**src/rtl/pwm_demod.sv**
```systemverilog
// ============================================================================
// pwm_demod : ICE PWM serial link receiver; decodes high-time bits into bytes.
// Optional 3-sample glitch filter enabled by PWM_DEMOD_GLITCH_FILT_EN.  Rev 1.0
// ============================================================================
`default_nettype none

module pwm_demod #(
    parameter int BITS_PER_DC = 22,
    parameter int BIT_POS_MAX = 8
) (
    input  logic                   clk,
    input  logic                   reset,
    input  logic                   PWM_IN,
    input  logic [BITS_PER_DC-1:0] base_counter,
    input  logic                   rx_en,
    input  logic                   fifo_full,
    output logic                   fifo_WE,
    output logic [BIT_POS_MAX-1:0] fifo_dout,
    output logic                   frame_done,
    output logic                   rx_err,
    output logic                   overflow,
    output logic                   rx_busy
);

    localparam int CW  = BITS_PER_DC + 5;
    localparam int BPW = (BIT_POS_MAX > 1) ? $clog2(BIT_POS_MAX) : 1;
    localparam logic [BPW-1:0] LAST_POS = BPW'(BIT_POS_MAX - 1);

    typedef enum logic [1:0] {
        S_IDLE   = 2'd0,
        S_HIGH   = 2'd1,
        S_LOW    = 2'd2,
        S_WAITLO = 2'd3
    } state_t;

    state_t                 state_q, state_d;
    logic [CW-1:0]          cnt_q, cnt_d;
    logic [CW-1:0]          hcnt_q, hcnt_d;
    logic [BPW-1:0]         bit_pos_q, bit_pos_d;
    logic [BIT_POS_MAX-1:0] sr_q, sr_d;
    logic                   we_q, we_d;
    logic [BIT_POS_MAX-1:0] dout_q, dout_d;
    logic                   fd_q, fd_d;
    logic                   err_q, err_d;
    logic                   ov_q, ov_d;

    logic s1_q, s2_q, s3_q;
    logic w_level;
    logic w_rise;
    logic w_fall;

    always_ff @(posedge clk) begin
        if (reset) begin
            s1_q <= 1'b0;
            s2_q <= 1'b0;
            s3_q <= 1'b0;
        end else begin
            s1_q <= PWM_IN;
            s2_q <= s1_q;
            s3_q <= s2_q;
        end
    end

`ifdef PWM_DEMOD_GLITCH_FILT_EN
    // Majority of three consecutive s2 samples, registered; edges use the filtered level.
    logic m1_q, m2_q, f_q, fprev_q;

    always_ff @(posedge clk) begin
        if (reset) begin
            m1_q    <= 1'b0;
            m2_q    <= 1'b0;
            f_q     <= 1'b0;
            fprev_q <= 1'b0;
        end else begin
            m1_q    <= s2_q;
            m2_q    <= m1_q;
            f_q     <= (s2_q & m1_q) | (s2_q & m2_q) | (m1_q & m2_q);
            fprev_q <= f_q;
        end
    end

    assign w_level = f_q;
    assign w_rise  = f_q & ~fprev_q;
    assign w_fall  = ~f_q & fprev_q;
`else
    assign w_level = s2_q;
    assign w_rise  = s2_q & ~s3_q;
    assign w_fall  = ~s2_q & s3_q;
`endif

    logic [CW-1:0] w_b;
    logic [CW-1:0] w_thr;
    logic [CW-1:0] w_per;
    logic [CW-1:0] w_eof;
    logic          w_bit;
    logic [BIT_POS_MAX-1:0] w_sr_shift;

    assign w_b        = CW'(base_counter);
    assign w_thr      = (w_b << 2) + w_b;
    assign w_per      = (w_b << 3) + (w_b << 1);
    assign w_eof      = (w_b << 4) + (w_b << 2);
    assign w_bit      = (hcnt_q >= w_thr);
    assign w_sr_shift = {w_bit, sr_q[BIT_POS_MAX-1:1]};

    function automatic logic [CW-1:0] sat_inc(input logic [CW-1:0] x);
        return (&x) ? x : x + CW'(1);
    endfunction

    always_comb begin
        state_d   = state_q;
        cnt_d     = cnt_q;
        hcnt_d    = hcnt_q;
        bit_pos_d = bit_pos_q;
        sr_d      = sr_q;
        we_d      = 1'b0;
        dout_d    = dout_q;
        fd_d      = 1'b0;
        err_d     = 1'b0;
        ov_d      = 1'b0;

        if (!rx_en || (base_counter == '0)) begin
            state_d   = S_IDLE;
            bit_pos_d = '0;
            sr_d      = '0;
        end else begin
            case (state_q)
                S_IDLE: begin
                    if (w_rise) begin
                        state_d = S_HIGH;
                        cnt_d   = CW'(1);
                        hcnt_d  = CW'(1);
                    end
                end
                S_HIGH: begin
                    cnt_d  = sat_inc(cnt_q);
                    hcnt_d = sat_inc(hcnt_q);
                    if (w_fall) begin
                        state_d = S_LOW;
                        sr_d    = w_sr_shift;
                        if (bit_pos_q == LAST_POS) begin
                            bit_pos_d = '0;
                            if (!fifo_full) begin
                                we_d   = 1'b1;
                                dout_d = w_sr_shift;
                            end else begin
                                ov_d = 1'b1;
                            end
                        end else begin
                            bit_pos_d = bit_pos_q + BPW'(1);
                        end
                    end else if (hcnt_q >= w_per) begin
                        state_d   = S_WAITLO;
                        err_d     = 1'b1;
                        bit_pos_d = '0;
                        sr_d      = '0;
                    end
                end
                S_LOW: begin
                    cnt_d = sat_inc(cnt_q);
                    // A rise wins over end-of-frame on the same cycle.
                    if (w_rise) begin
                        state_d = S_HIGH;
                        cnt_d   = CW'(1);
                        hcnt_d  = CW'(1);
                    end else if (cnt_q >= w_eof) begin
                        state_d = S_IDLE;
                        fd_d    = 1'b1;
                        if (bit_pos_q != '0) begin
                            err_d     = 1'b1;
                            bit_pos_d = '0;
                            sr_d      = '0;
                        end
                    end
                end
                S_WAITLO: begin
                    if (!w_level) begin
                        state_d = S_IDLE;
                    end
                end
                default: state_d = S_IDLE;
            endcase
        end
    end

    always_ff @(posedge clk) begin
        if (reset) begin
            state_q   <= S_IDLE;
            cnt_q     <= '0;
            hcnt_q    <= '0;
            bit_pos_q <= '0;
            sr_q      <= '0;
            we_q      <= 1'b0;
            dout_q    <= '0;
            fd_q      <= 1'b0;
            err_q     <= 1'b0;
            ov_q      <= 1'b0;
        end else begin
            state_q   <= state_d;
            cnt_q     <= cnt_d;
            hcnt_q    <= hcnt_d;
            bit_pos_q <= bit_pos_d;
            sr_q      <= sr_d;
            we_q      <= we_d;
            dout_q    <= dout_d;
            fd_q      <= fd_d;
            err_q     <= err_d;
            ov_q      <= ov_d;
        end
    end

    assign fifo_WE    = we_q;
    assign fifo_dout  = dout_q;
    assign frame_done = fd_q;
    assign rx_err     = err_q;
    assign overflow   = ov_q;
    assign rx_busy    = (state_q != S_IDLE);

endmodule

`default_nettype wire

```
**config.mk**
```make
export PLATFORM = sky130hd
export DESIGN_NAME = pwm_demod
export DESIGN_NICKNAME = d
export VERILOG_FILES = /design/src/rtl/pwm_demod.sv
export SDC_FILE = /design/constraint.sdc
export NUM_CORES = 1
export LEC_CHECK = 0
export ABC_CLOCK_PERIOD_IN_PS = 10850
export CAP_MARGIN = 20
export CORE_UTILIZATION = 65
export DETAILED_ROUTE_END_ITERATION = 6
export HOLD_SLACK_MARGIN = 0.02
export PLACE_DENSITY_LB_ADDON = 0.15
export SLEW_MARGIN = 0
export SYNTH_ARGS = -nofsm -noshare
export SYNTH_HDL_FRONTEND = slang
export SYNTH_SLANG_ARGS = --single-unit
export TNS_END_PERCENT = 20
```
**constraint.sdc**
```tcl
create_clock -name clk -period 10.85 [get_ports clk]
set_input_delay 2.7125 -clock clk [delete_from_list [all_inputs] [get_ports clk]]
set_output_delay 2.7125 -clock clk [all_outputs]
set_load 0.02 [all_outputs]
```
==> reports/qor.txt, run 1 <==
final setup TNS - 0 ns
Hold Crit Class - reg -> reg
cells on worst reg2reg path - 14
DR iter-0 viols - 369
Seq/Total Area, Yosys - 25.7%
I/O pins - 40
number of synthesized flops with an enable pin - 0
top post-synthesis cells by area - dfxtp_1, ha_1, xor2_1, nor2_1, a21oi_1
top cell type's share of synthesized area - 25.7%
via count - 5894
Synth async-reset ratio - 0%
gpl congestion - 0.910
slowest cell delay on critical path - 0.61 ns
Worst EP arrival - 8.16 ns
first-pass GRT wire length - 26000 µm
antenna violations before repair - 0
Worst path depth - 23
FP Rows - 35
min Tclk post-route - 7.89 ns
Clock Latency Late Sink - 0.37 ns
CTS H-tree depth - 3
total setup buffers inserted after CTS - 0
DP HPWL - 12500 µm
Finished Cell Area - 0.00703 mm²
Seq cells post-synth - 81
Primary FF master, synth - dfxtp_1
Avg Cell Area, Syn - 8.32 µm²
CTS tree - done
drt drc - 0
vias in the first global route - 5480
Total Power - 839 µW
Worst Path Buf+Inv - 2
die width - 100 µm
CP max-delay cell - clkdlybuf4s50_1
clock-pin slew of the registers on the worst-case setup and hold paths - 0.08 ns
cell taking the most area after synthesis - dfxtp_1
Syn Inst Count - 757
Cell Chain, Critical Path - clkdlybuf4s50_1 -> ha_1 -> inv_1 -> fa_1 -> nand2b_1 -> a21o_1 -> and2_1 -> o21bai_1 -> a21oi_1 -> xor2_1 -> ha_1 -> and3_1 -> o221ai_1 -> a31oi_1 -> a2111o_1 -> maj3_1 -> a221o_1 -> maj3_1 -> a21oi_1 -> o21ai_1 -> or3b_2 -> nand3_1 -> a22o_1
hold_buf cts - 0
Root Driver - clkbuf_8
startpoint types - input port
Max Clock Skew - 0.0121 ns
initial core utilization - 67.5%
final WL - 15800 µm
fmax - 127 MHz
die area - 0.0101 mm²
post-placement cell area - 0.00679 mm²
# port buffers - 39
Antenna Cells - 0
Slew Limit Fails - 0
fin nets - 905
Ys Warns - 0
hold path cells - 1
Rel. slew slack - 32.6%
GR Util All Layers - 32.6%
Mapped Area - 0.00630 mm²
antenna viol nets, final - 0
chip height - 100 µm
layout cell share with drive strength beyond 1 - 4.89%
Setup Viol. Count Final - 0
RSZ-0062 raised after global routing - false
Least-Margin Pin Slew - 1.01 ns
Pwr Density - 119 mW/mm²
post-synth cell types - 76
Critical Path RT - 11.11 ns
Crit Path Category - in -> reg
grt ovf - 0
Lkg Pwr - 2.90 nW
final worst path period share - 72.8%
total CTS buffers - 9
Filler Cells Inserted - 692
outcome - finished clean
Placed Instances - 909
Avg WL per Cell - 17.0 µm
Max FO, Critical Path - 5
pin count of the biggest net entering global routing - 27
final hold slack - 0.464 ns
worst vdd rail ir drop - 0.0949 mV
Non-Filler Instances - 926
vias per cell - 6.37
number of gates resized after CTS - 0
element type at the critical path end - flop
max cap viols - 0
Synth Net Count - 870
CTS Buffer Depth - 2
clock sink count - 81
first drt pass iteration count - 7
core area - 0.00933 mm²
cell family with most CP delay - compound AO/OA/AOI/OAI gates
Synth-to-Final Area Change - 11.5%
final hold violation count - 0
-- registers in the layout, summed over array words and instances (netlist names) --
name	cells
bit_pos_q	3
cnt_q	27
fifo_WE	1
fifo_dout	8
frame_done	1
hcnt_q	27
overflow	1
rx_err	1
s1_q	1
s2_q	1
s3_q	1
sr_q	7
state_q	2
-- layout make-up --
| type | count | area, µm² | share of cell area [%] |
|---|---|---|---|
| inverters | 27 | 101 | 1.44 |
| clock buffers | 10 | 138 | 1.96 |
| clock inverters | 6 | 97.6 | 1.39 |
| flip-flops and latches | 81 | 1620 | 23.1 |
| multi-input cells | 633 | 4510 | 64.2 |
| repair buffers | 40 | 395 | 5.63 |
| well taps | 129 | 161 | 2.30 |
-- power by group --
group	internal [mW]	switching, mW
Clock	0.139	0.120
Combinational	0.100	0.171
Sequential	0.302	0.00650
-- cell usage in the layout, fill, tap and decap left out, drive strengths merged, types with 4 or more instances in the layout --
| cell type | synthesis | routed |
|---|---|---|
| nor3 | 13 | 13 |
| a211oi | 9 | 9 |
| nor4 | 7 | 7 |
| o21a | 9 | 9 |
| nand2b | 9 | 9 |
| maj3 | 5 | 5 |
| or3 | 10 | 10 |
| and3 | 14 | 14 |
| nand4 | 24 | 24 |
| nor2 | 93 | 93 |
| and2 | 9 | 9 |
| o21ai | 37 | 37 |
| a22oi | 4 | 4 |
| a22o | 10 | 10 |
| a31oi | 7 | 7 |
| and4 | 5 | 5 |
| ha | 85 | 85 |
| xnor2 | 16 | 16 |
| inv | 27 | 30 |
| clkdlybuf4s50 | 0 | 39 |
| a21oi | 50 | 50 |
| mux2i | 9 | 9 |
| dfxtp | 81 | 81 |
| nand2 | 59 | 59 |
| nand3 | 24 | 24 |
| xor2 | 43 | 43 |
| nor3b | 4 | 4 |
| o211ai | 6 | 6 |
| o41ai | 4 | 4 |
| clkbuf | 14 | 10 |
| a21o | 11 | 11 |
| o221ai | 4 | 4 |
| nor2b | 7 | 7 |
-- worst reg2reg max path, stage by stage, from the launching register on --
cell,delay [ns]
dfxtp_1,0.45
ha_1,0.29
nor2b_1,0.14
o21a_1,0.16
o211ai_1,0.17
a31oi_1,0.11
a2111o_1,0.41
maj3_1,0.38
a221o_1,0.34
maj3_1,0.36
a21oi_1,0.14
o21ai_1,0.07
or3b_2,0.19
nand3_1,0.15
a22o_1,0.23
-- synth_stat cells, types with 9 or more instances --
| cell | n |
|---|---|
| xnor2_1 | 14 |
| nor2_1 | 92 |
| inv_1 | 27 |
| and2_1 | 9 |
| nand3_1 | 22 |
| or3_1 | 9 |
| nor3_1 | 13 |
| mux2i_1 | 9 |
| and3_1 | 14 |
| ha_1 | 85 |
| o21a_1 | 9 |
| nand2_1 | 59 |
| o21ai_0 | 32 |
| a21oi_1 | 48 |
| clkbuf_1 | 14 |
| xor2_1 | 42 |
| nand2b_1 | 9 |
| a21o_1 | 11 |
| dfxtp_1 | 81 |
| nand4_1 | 24 |
| a22o_1 | 10 |
-- final timing paths --
path | start | end | slack, ns
min | s1_q$_SDFF_PP0_ | s2_q$_SDFF_PP0_ | 0.46
max | base_counter[0] | sr_q[7]$_SDFFE_PP0P_ | 2.96
min reg2reg | s1_q$_SDFF_PP0_ | s2_q$_SDFF_PP0_ | 0.46
max reg2reg | hcnt_q[1]$_SDFFE_PP0P_ | sr_q[7]$_SDFFE_PP0P_ | 7.17
-- cells by family after synthesis --
kind of cell             share of synthesized area, %
multiplexers                                     1.61
flip-flops                                       25.7
adder cells (fa/ha/maj)                          18.0
AO/OA/AOI/OAI                                    20.1
buffers and inverters                            2.64
AND/OR/NAND/NOR                                  23.1
XOR/XNOR                                         8.74
-- metrics by stage --
stage          setup slack, ns  util [%]
5_1_grt                   2.83      75.3
6_report                  2.96      75.3
4_1_cts                   3.07      75.3
2_1_floorplan             4.02         -
3_3_place_gp              2.71      72.7
3_5_place_dp              2.71      72.7
-- layer usage --
metal | GRT usage (%) | up-vias | share of wire [%]
met1 | 42.0 | 2782 | 45
met2 | 54.0 | 205 | 47
met4 | 11.0 | 0 | 2.4
met5 | 0 | - | 0
li1 | - | 2875 | -
met3 | 6.96 | 32 | 5.8
(Power assumes the default switching activity.)
==> inputs of run 2 (changes only) <==
- ABC_CLOCK_PERIOD_IN_PS: 10850 -> 6500
- CORE_UTILIZATION: 65 -> 55
- clock period: 10.85 -> 6.5 ns (I/O delays scaled with it)
==> run 2 against run 1 <==
  * Power increased by 81%
  * Critical path type unchanged
  * Design area increased by 4.1%
  * Clock power up 98%
==> reports/qor.txt, run 2 (synthesized netlist as in run 1, its figures left out) <==
outcome - finished clean (unchanged)
FP Rows - 38 (was 35)
final hold violation count - 0 (unchanged)
Clock Latency Late Sink - 0.35 ns (was 0.37 ns)
fin nets - 931 (was 905)
power share of the clock group - 34.0% (was 30.9%)
Least-Margin Pin Slew - 1.02 ns (was 1.01 ns)
vias in the first global route - 5673 (was 5480)
post-placement cell area - 0.00700 mm² (was 0.00679 mm²)
grt ovf - 0 (unchanged)
worst setup margin - 0.278 ns (was 2.96 ns)
Synth-to-Final Area Change - 16.1% (was 11.5%)
fmax - 161 MHz
RSZ-0062 raised after global routing - false (unchanged)
CTS Buffer Depth - 2 (unchanged)
DR iter-0 viols - 403 (was 369)
Rel. slew slack - 32.1% (was 32.6%)
die area - 0.0119 mm² (was 0.0101 mm²)
Cell Chain, Critical Path - clkdlybuf4s50_1 -> ha_2 -> inv_1 -> fa_1 -> nand2b_1 -> a21o_1 -> and2_1 -> o21bai_1 -> a21oi_1 -> xor2_1 -> ha_1 -> and3_1 -> o221ai_1 -> a31oi_1 -> a2111o_1 -> maj3_1 -> a221o_1 -> maj3_1 -> a21oi_1 -> o21ai_1 -> or3b_2 -> nand3_2 -> o21a_1 (was clkdlybuf4s50_1 -> ha_1 -> inv_1 -> fa_1 -> nand2b_1 -> a21o_1 -> and2_1 -> o21bai_1 -> a21oi_1 -> xor2_1 -> ha_1 -> and3_1 -> o221ai_1 -> a31oi_1 -> a2111o_1 -> maj3_1 -> a221o_1 -> maj3_1 -> a21oi_1 -> o21ai_1 -> or3b_2 -> nand3_1 -> a22o_1)
first drt pass iteration count - 5 (was 7)
drt drc - 0 (unchanged)
most common cell after layout, fill and taps aside - nor2_1 (unchanged)
via count - 5883 (was 5894)
core area - 0.0110 mm² (was 0.00933 mm²)
Finished Cell Area - 0.00731 mm² (was 0.00703 mm²)
clock sink count - 81 (unchanged)
max cap viols - 0 (unchanged)
Pwr Density - 207 mW/mm² (was 119 mW/mm²)
Worst EP arrival - 6.46 ns (was 8.16 ns)
total CTS buffers - 9 (unchanged)
antenna viol nets, final - 0 (unchanged)
first-pass GRT wire length - 27100 µm (was 26000 µm)
element type at the critical path end - flop (unchanged)
clock-pin slew of the registers on the worst-case setup and hold paths - 0.06 ns (was 0.08 ns)
DP HPWL - 13000 µm (was 12500 µm)
final WL - 16500 µm (was 15800 µm)
worst vdd rail ir drop - 0.199 mV (was 0.0949 mV)
slowest cell delay on critical path - 0.50 ns (was 0.61 ns)
Pint - 1.00 mW (was 542 µW)
CTS H-tree depth - 3 (unchanged)
initial core utilization - 57.3% (was 67.5%)
Max FO, Critical Path - 2 (was 5)
CP max-delay cell - clkdlybuf4s50_1 (unchanged)
Hold Crit Class - reg -> reg (unchanged)
gpl congestion - 0.907 (was 0.910)
cell family with most CP delay - compound AO/OA/AOI/OAI gates (unchanged)
CTS tree - done (unchanged)
Avg WL per Cell - 17.2 µm (was 17.0 µm)
GR Util All Layers - 29.3% (was 32.6%)
startpoint types - input port (unchanged)
Slew Limit Fails - 0 (unchanged)
min Tclk post-route - 6.22 ns
Critical Path RT - 6.74 ns (was 11.11 ns)
chip height - 109 µm (was 100 µm)
Root Driver - clkbuf_16 (was clkbuf_8)
most frequent cells in the layout - nor2_1, ha_1, dfxtp_1 (unchanged)
layout cell share with drive strength beyond 1 - 8.26% (was 4.89%)
Lkg Pwr - 3.06 nW (was 2.90 nW)
pin count of the biggest net entering global routing - 27 (unchanged)
Flop pwr share - 34.1% (was 36.8%)
# port buffers - 39 (unchanged)
Gate power share - 31.9% (was 32.3%)
I/O pins - 40 (unchanged)
switching share of power - 33.9% (was 35.4%)
Antenna Cells - 0 (unchanged)
Setup WS pre-CTS - -0.0945 ns (was 2.71 ns)
Max Clock Skew - 0.00490 ns (was 0.0121 ns)
Crit Path Category - in -> reg (unchanged)
Worst Path Buf+Inv - 2 (unchanged)
antenna violations before repair - 0 (unchanged)
vias per cell - 6.11 (was 6.37)
P_sw - 514 µW (was 297 µW)
die width - 109 µm (was 100 µm)
Setup Viol. Count Final - 0 (unchanged)
final worst path period share - 95.7%
[run 2: power by group through the flow]
stage | clock network (mW) | logic, mW | registers, mW
2_1_floorplan | 0 | 0.317 | 0.524
3_3_place_gp | 0 | 0.460 | 0.527
3_5_place_dp | 0 | 0.476 | 0.527
4_1_cts | 0.523 | 0.478 | 0.516
5_1_grt | 0.543 | 0.531 | 0.518
6_report | 0.515 | 0.484 | 0.517
[run 2: stage by stage]
stage	hold slack, ns	setup TNS [ns]	std cells	util [%]	total power, mW
after global placement	0.420	0	946	63.7	0.987
after floorplan	0.414	0	757	-	0.840
after CTS	0.450	0	963	66.5	1.52
after global routing	0.471	0	963	66.6	1.59
final	0.448	0	963	66.6	1.52
after detailed placement	0.428	-0.181	947	63.7	1.00
[run 2: timing repair]
action	in CTS	in global routing
buffers inserted	0	0
hold buffers	0	0
hold endpoints to repair	0	0
endpoints found under the setup margin	0	3
gates resized for setup	0	4
[run 2: final timing paths]
check	slack, ns	start	end	cells after the start
worst max-delay path	0.28	base_counter[2]	fifo_dout[7]$_SDFFE_PP0P_	23
worst min-delay path	0.45	s1_q$_SDFF_PP0_	s2_q$_SDFF_PP0_	1
worst max register to register	2.94	hcnt_q[1]$_SDFFE_PP0P_	fifo_dout[7]$_SDFFE_PP0P_	14
worst min register to register	0.45	s1_q$_SDFF_PP0_	s2_q$_SDFF_PP0_	1
[run 2: per-layer routing]
layer,vias to the layer above,part of all wire (%),global-route usage (%)
met1,2786,45,36.6
met5,-,0,0
met4,0,2.0,10.0
met3,32,4.7,4.96
li1,2905,-,-
met2,160,48,50.4
[run 2: area by class of cell]
class,count,area (µm²)
Multi-Input combinational cell,633,4520
Fill cell,904,3670
Sequential cell,81,1620
Timing Repair Buffer,66,593
Clock buffer,9,225
Tap cell,140,175
Inverter,27,101
Clock inverter,7,77.6
